## src/rtl/branch_cond_if.sv

```systemverilog
// Handshake and data bundle between the CPU controller and the branch/condition unit.
// The controller side drives requests and status; the unit returns PC, status and completion flags.
interface branch_cond_if #(
    parameter int PC_W = 9
);
    logic [2:0]      status_in;
    logic            load_status;
    logic            br_valid;
    logic            br_ready;
    logic [2:0]      cond;
    logic [7:0]      imm8;
    logic            pc_inc;
    logic [PC_W-1:0] pc;
    logic [2:0]      status;
    logic            taken;
    logic            done;
    logic            illegal;

    modport master (
        output status_in, load_status, br_valid, cond, imm8, pc_inc,
        input  br_ready, pc, status, taken, done, illegal
    );

    modport slave (
        input  status_in, load_status, br_valid, cond, imm8, pc_inc,
        output br_ready, pc, status, taken, done, illegal
    );
endinterface

```

## src/rtl/branch_cond_unit.sv

```systemverilog
// Branch condition unit: owns the {V,N,Z} status register and the program counter,
// resolves B/BEQ/BNE/BLT/BLE over a three-state IDLE->EVAL->UPDATE sequence.
module branch_cond_unit #(
    parameter int PC_W = 9
) (
    input  logic          clk,
    input  logic          reset,
    branch_cond_if.slave  bus
);

    if (PC_W < 8) begin : g_pc_w_check
        $error("branch_cond_unit: PC_W must be at least 8");
    end

    typedef enum logic [1:0] {
        IDLE   = 2'd0,
        EVAL   = 2'd1,
        UPDATE = 2'd2
    } state_t;

    localparam logic [2:0] COND_B   = 3'b000;
    localparam logic [2:0] COND_BEQ = 3'b001;
    localparam logic [2:0] COND_BNE = 3'b010;
    localparam logic [2:0] COND_BLT = 3'b011;
    localparam logic [2:0] COND_BLE = 3'b100;

    state_t                 state;
    logic [2:0]             cond_q;
    logic signed [7:0]      imm_q;
    logic                   take_q;
    logic                   illegal_q;
    logic                   accept;

    // Status bit order is {V,N,Z}: [0]=Z, [1]=N, [2]=V.
    function automatic logic eval_take(input logic [2:0] c, input logic [2:0] s);
        logic z;
        logic n;
        logic v;
        logic r;
        z = s[0];
        n = s[1];
        v = s[2];
        case (c)
            COND_B:   r = 1'b1;
            COND_BEQ: r = z;
            COND_BNE: r = ~z;
            COND_BLT: r = n ^ v;
            COND_BLE: r = (n ^ v) | z;
            default:  r = 1'b0;
        endcase
        return r;
    endfunction

    function automatic logic is_illegal(input logic [2:0] c);
        return (c > COND_BLE);
    endfunction

    function automatic logic [PC_W-1:0] sext_imm(input logic signed [7:0] v);
        logic signed [PC_W-1:0] w;
        w = PC_W'(v);
        return w;
    endfunction

    // Sum wraps silently at PC_W bits.
    function automatic logic [PC_W-1:0] next_pc(input logic [PC_W-1:0] p,
                                                input logic t,
                                                input logic signed [7:0] imm);
        logic [PC_W-1:0] seq;
        seq = p + PC_W'(1);
        return t ? (seq + sext_imm(imm)) : seq;
    endfunction

    assign bus.br_ready = (state == IDLE);
    assign accept       = (state == IDLE) && bus.br_valid;

    always_ff @(posedge clk or posedge reset) begin
        if (reset) begin
            bus.status <= 3'b000;
        end else if (bus.load_status) begin
            bus.status <= bus.status_in;
        end
    end

    // Request operands are captured on accept and only read in EVAL/UPDATE.
    always_ff @(posedge clk) begin
        if (accept) begin
            cond_q <= bus.cond;
            imm_q  <= bus.imm8;
        end
    end

    always_ff @(posedge clk or posedge reset) begin
        if (reset) begin
            state       <= IDLE;
            bus.pc      <= '0;
            bus.taken   <= 1'b0;
            bus.done    <= 1'b0;
            bus.illegal <= 1'b0;
            take_q      <= 1'b0;
            illegal_q   <= 1'b0;
        end else begin
            bus.taken   <= 1'b0;
            bus.done    <= 1'b0;
            bus.illegal <= 1'b0;
            case (state)
                IDLE: begin
                    if (bus.br_valid) begin
                        state <= EVAL;
                    end else if (bus.pc_inc) begin
                        bus.pc <= bus.pc + PC_W'(1);
                    end
                end
                // Registered status is used so a load on the accept edge is seen here.
                EVAL: begin
                    take_q    <= eval_take(cond_q, bus.status);
                    illegal_q <= is_illegal(cond_q);
                    state     <= UPDATE;
                end
                UPDATE: begin
                    bus.pc      <= next_pc(bus.pc, take_q, imm_q);
                    bus.taken   <= take_q;
                    bus.illegal <= illegal_q;
                    bus.done    <= 1'b1;
                    state       <= IDLE;
                end
                default: begin
                    state <= IDLE;
                end
            endcase
        end
    end

endmodule

```

## src/flat_wrapper.sv

```systemverilog
// flat-port wrapper written by rule: the top's interface ports become plain ports
module branch_cond_unit_flat 
#(
    parameter int PC_W = 9
)
  (clk, reset, bus_status_in, bus_load_status, bus_br_valid, bus_cond, bus_imm8, bus_pc_inc, bus_br_ready, bus_pc, bus_status, bus_taken, bus_done, bus_illegal);
  branch_cond_if #(.PC_W(PC_W)) bus_i ();
  input  logic clk;
  input  logic reset;
  input wire logic [$bits(bus_i.status_in)-1:0] bus_status_in;
  input wire logic [$bits(bus_i.load_status)-1:0] bus_load_status;
  input wire logic [$bits(bus_i.br_valid)-1:0] bus_br_valid;
  input wire logic [$bits(bus_i.cond)-1:0] bus_cond;
  input wire logic [$bits(bus_i.imm8)-1:0] bus_imm8;
  input wire logic [$bits(bus_i.pc_inc)-1:0] bus_pc_inc;
  output wire logic [$bits(bus_i.br_ready)-1:0] bus_br_ready;
  output wire logic [$bits(bus_i.pc)-1:0] bus_pc;
  output wire logic [$bits(bus_i.status)-1:0] bus_status;
  output wire logic [$bits(bus_i.taken)-1:0] bus_taken;
  output wire logic [$bits(bus_i.done)-1:0] bus_done;
  output wire logic [$bits(bus_i.illegal)-1:0] bus_illegal;
  assign bus_i.status_in = bus_status_in;
  assign bus_i.load_status = bus_load_status;
  assign bus_i.br_valid = bus_br_valid;
  assign bus_i.cond = bus_cond;
  assign bus_i.imm8 = bus_imm8;
  assign bus_i.pc_inc = bus_pc_inc;
  assign bus_br_ready = bus_i.br_ready;
  assign bus_pc = bus_i.pc;
  assign bus_status = bus_i.status;
  assign bus_taken = bus_i.taken;
  assign bus_done = bus_i.done;
  assign bus_illegal = bus_i.illegal;
  branch_cond_unit #(.PC_W(PC_W)) u_core (.clk(clk), .reset(reset), .bus(bus_i));
endmodule
```

## config.mk

```make
export PLATFORM = sky130hd
export DESIGN_NAME = branch_cond_unit_flat
export DESIGN_NICKNAME = d
export VERILOG_FILES = /design/src/rtl/branch_cond_if.sv /design/src/rtl/branch_cond_unit.sv /design/src/flat_wrapper.sv
export SDC_FILE = /design/constraint.sdc
export NUM_CORES = 1
export LEC_CHECK = 0
export CAP_MARGIN = 10
export CORE_MARGIN = 3
export CORE_UTILIZATION = 50
export DETAILED_ROUTE_END_ITERATION = 6
export GPL_ROUTABILITY_DRIVEN = 0
export PLACE_DENSITY = 0.86
export SETUP_SLACK_MARGIN = 0.1
export SLEW_MARGIN = 25
export SYNTH_ARGS = -nofsm -noshare
export SYNTH_HDL_FRONTEND = slang
export SYNTH_SLANG_ARGS = --single-unit
export TNS_END_PERCENT = 10
```

## constraint.sdc

```tcl
create_clock -name clk -period 8.45 [get_ports clk]
set_input_delay 1.69 -clock clk [delete_from_list [all_inputs] [get_ports clk]]
set_output_delay 1.69 -clock clk [all_outputs]
set_load 0.01 [all_outputs]
```

==> impl_metrics.json <==
{
  "status": "finished clean",
  "worstSetupPathType": "input port to register",
  "root_buffer": "clkbuf_4",
  "syn_area_per_cell_um2": 10.40,
  "vias_per_cell": 5.561,
  "clkSinkCount": 30,
  "cp.required_ns": 8.70,
  "final_cells": 246,
  "synthFlopType": "dfrtp_1",
  "crit_path_start": "bus_br_valid",
  "grt_max_degree": 20,
  "core_mm2": 0.003128,
  "yosysTopAreaCellShare": 0.2823,
  "p_leak_nw": 0.8914,
  "pin_count": 35,
  "place_inst": 238,
  "synth_area_leaders": "dfrtp_1, edfxtp_1, ha_1, xnor2_1, o21ai_0",
  "route.detailed.drc": 0,
  "report.final.slew_viol_count": 0,
  "arrival_ns": 3.51,
  "period_share": 0.3858,
  "ys_warn_count": 0,
  "rr_startpoint": "u_core.bus.pc[0]$_DFFE_PP0P_",
  "cp_max_fo": 14,
  "hp-class": "register to register",
  "grt-ovfl-total": 0,
  "synth_top_area_cell": "dfrtp_1",
  "start_util": 0.5384,
  "grt.total_usage": 0.1891,
  "seq_area_frac_synth": 0.4785,
  "synthToLayoutAreaGrowth_pct": 26.23,
  "syn_inst": 162,
  "wirelength_mm": 3.484,
  "drt_iter0_drc": 62,
  "drive_above_1_share": 0.07426,
  "rsz0062_at_grt": "no",
  "setup_tns_ns": 0,
  "hold_violations": 0,
  "clock_path_buffers": 2,
  "clkTransAtPathRegs_ns": 0.10,
  "reg2reg_depth": 11,
  "end_kind": "register",
  "finalSetupViolCount": 0,
  "powerDensity_mw_per_mm2": 294.0,
  "endpoint": "u_core.bus.pc[5]$_DFFE_PP0P_",
  "wl_per_cell_um": 14.16,
  "reg2reg_to": "u_core.bus.pc[8]$_DFFE_PP0P_",
  "async_flop_share": 0.6333,
  "cts_max_level": 2,
  "crit_path_start_kind": "input port",
  "max_cap_viol_count": 0,
  "routed-via-count": 1368,
  "fin_skew_ns": 0.006832,
  "clock_latency_ns": 0.33,
  "fp-row-count": 20,
  "worst_slew_pin_slew_ns": 0.8718,
  "synthTopCellsByCount": "dfrtp_1, nor2_1, o21ai_0",
  "min_period_ns": 3.260,
  "clock.fmax_mhz": 306.7,
  "die_h_um": 64.04,
  "slowest_stage": "o21bai_1",
  "postCtsSetupBuffers": 0,
  "ir_drop_mv": 0.1684,
  "antenna_left": 0,
  "synth-edff-count": 11,
  "cts-buffers-inserted": 5,
  "syn_nets": 192,
  "ys_ff_latch": 30,
  "portBuffers": 34,
  "worstPathCellList": "clkdlybuf4s50_1 -> nor2b_1 -> o21bai_1 -> nor2_1 -> nand3_1 -> o21ai_0 -> a211oi_1",
  "synth.most_common_cell": "dfrtp_1",
  "cts_hold_buf": 0,
  "cts_tree": "built",
  "dp_hpwl_mm": 2.661,
  "nets": 231,
  "antenna_found_initial": 0,
  "diodes": 0,
  "fp.dieW_um": 64.04,
  "synthDistinctLibCells": 39,
  "grt_pass1_wl_mm": 5.989,
  "ctsResizeCount": 0,
  "dieArea_mm2": 0.004100,
  "slowest_delay_ns": 0.68,
  "dr.pass1.iters": 5,
  "synth_area_mm2": 0.001684,
  "grt_pass1_vias": 1389,
  "slew_headroom": 0.4176,
  "place_ws_ns": 4.878,
  "layout_setup_ws_ns": 5.190,
  "reg2reg_slack_ns": 5.48
}
## report_power, final
part | internal (W) | leakage [nW] | total [W] | switching (W)
sequential | 0.000184 | 0.340 | 0.000225 | 0.0000407
clock | 0.0000309 | 0.0286 | 0.0000825 | 0.0000517
combinational | 0.000161 | 0.523 | 0.000318 | 0.000156
total | 0.000376 | 0.891 | 0.000625 | 0.000249
## cells by family after synthesis
logic type | count (synthesis) | synth area share
AND/OR/NAND/NOR | 52 | 0.1605
AO/OA/AOI/OAI | 44 | 0.1731
flip-flops | 30 | 0.4785
XOR/XNOR | 11 | 0.05721
buffers and inverters | 11 | 0.02452
adder cells (fa/ha/maj) | 11 | 0.08618
multiplexers | 3 | 0.02006
## flip-flops by register name (all words and copies together), names as in the netlist
register            cells
u_core.bus.pc           9
u_core.bus.status       3
u_core.imm_q            8
u_core.take_q           1
u_core.illegal_q        1
u_core.bus.taken        1
u_core.bus.done         1
u_core.state            2
u_core.bus.illegal      1
u_core.cond_q           3
## cell type report
| class | count | area, um^2 |
|---|---|---|
| repair buffers | 34 | 340.3 |
| flip-flops and latches | 30 | 805.8 |
| multi-input cells | 121 | 837.1 |
| clock buffers | 5 | 37.54 |
| inverters | 9 | 33.78 |
| clock inverters | 3 | 16.27 |
| fillers | 244 | 1002 |
| well taps | 44 | 55.05 |
## per-stage QoR
step	total power [W]	area, um^2	hold slack (ns)	utilization
3_3_place_gp	0.0005294	2072	0.4602	0.6624
3_5_place_dp	0.0005434	2072	0.4788	0.6624
5_1_grt	0.0006773	2126	0.5582	0.6796
6_report	0.0006249	2126	0.4986	0.6796
4_1_cts	0.0006294	2126	0.5028	0.6796
2_1_floorplan	0.0004340	1684	0.4418	-
## worst min path at each step
stage,start,end,slack [ns],depth (start not counted)
4_1_cts,u_core.illegal_q$_DFFE_PP0N_,u_core.illegal_q$_DFFE_PP0N_,0.50,2
3_5_place_dp,u_core.illegal_q$_DFFE_PP0N_,u_core.illegal_q$_DFFE_PP0N_,0.48,2
5_1_grt,u_core.illegal_q$_DFFE_PP0N_,u_core.bus.illegal$_DFF_PP0_,0.56,1
3_3_place_gp,u_core.take_q$_DFFE_PP0N_,u_core.take_q$_DFFE_PP0N_,0.46,2
2_1_floorplan,u_core.illegal_q$_DFFE_PP0N_,u_core.illegal_q$_DFFE_PP0N_,0.44,2
6_report,u_core.illegal_q$_DFFE_PP0N_,u_core.illegal_q$_DFFE_PP0N_,0.50,2
## per-layer routing
metal / track usage / part of all wire
met5: 0 / 0
met4: 0.07278 / 0.015
met3: 0.06854 / 0.067
met2: 0.3239 / 0.50
met1: 0.2127 / 0.42
## critical path, delay by kind of cell
kind | cells | cell delay, ns
buffers and inverters | 1 | 0.49
AOI/OAI and AO/OA | 3 | 0.93
and+or+nand+nor | 3 | 0.39
## placed cells by master (no fill, tap or decap), types with 2 or more instances in the layout
cell / synthesis / routed
dfrtp_1: 19 / 19
a21o_1: 2 / 2
a211oi_1: 2 / 2
edfxtp_1: 11 / 11
mux2_2: 3 / 3
o21a_1: 3 / 3
nor3_1: 2 / 2
nor2_1: 13 / 13
nand3_1: 9 / 9
clkdlybuf4s50_1: 0 / 34
a21oi_1: 11 / 11
and2b_2: 2 / 2
a22oi_1: 2 / 2
o21ai_0: 12 / 12
clkbuf_4: 0 / 5
xor2_1: 4 / 4
and3_1: 5 / 5
ha_1: 10 / 10
xnor2_1: 7 / 7
and2_1: 4 / 4
inv_1: 9 / 9
nand2_1: 9 / 9
nor2b_1: 4 / 4
Power figures use the tool's default switching activity.
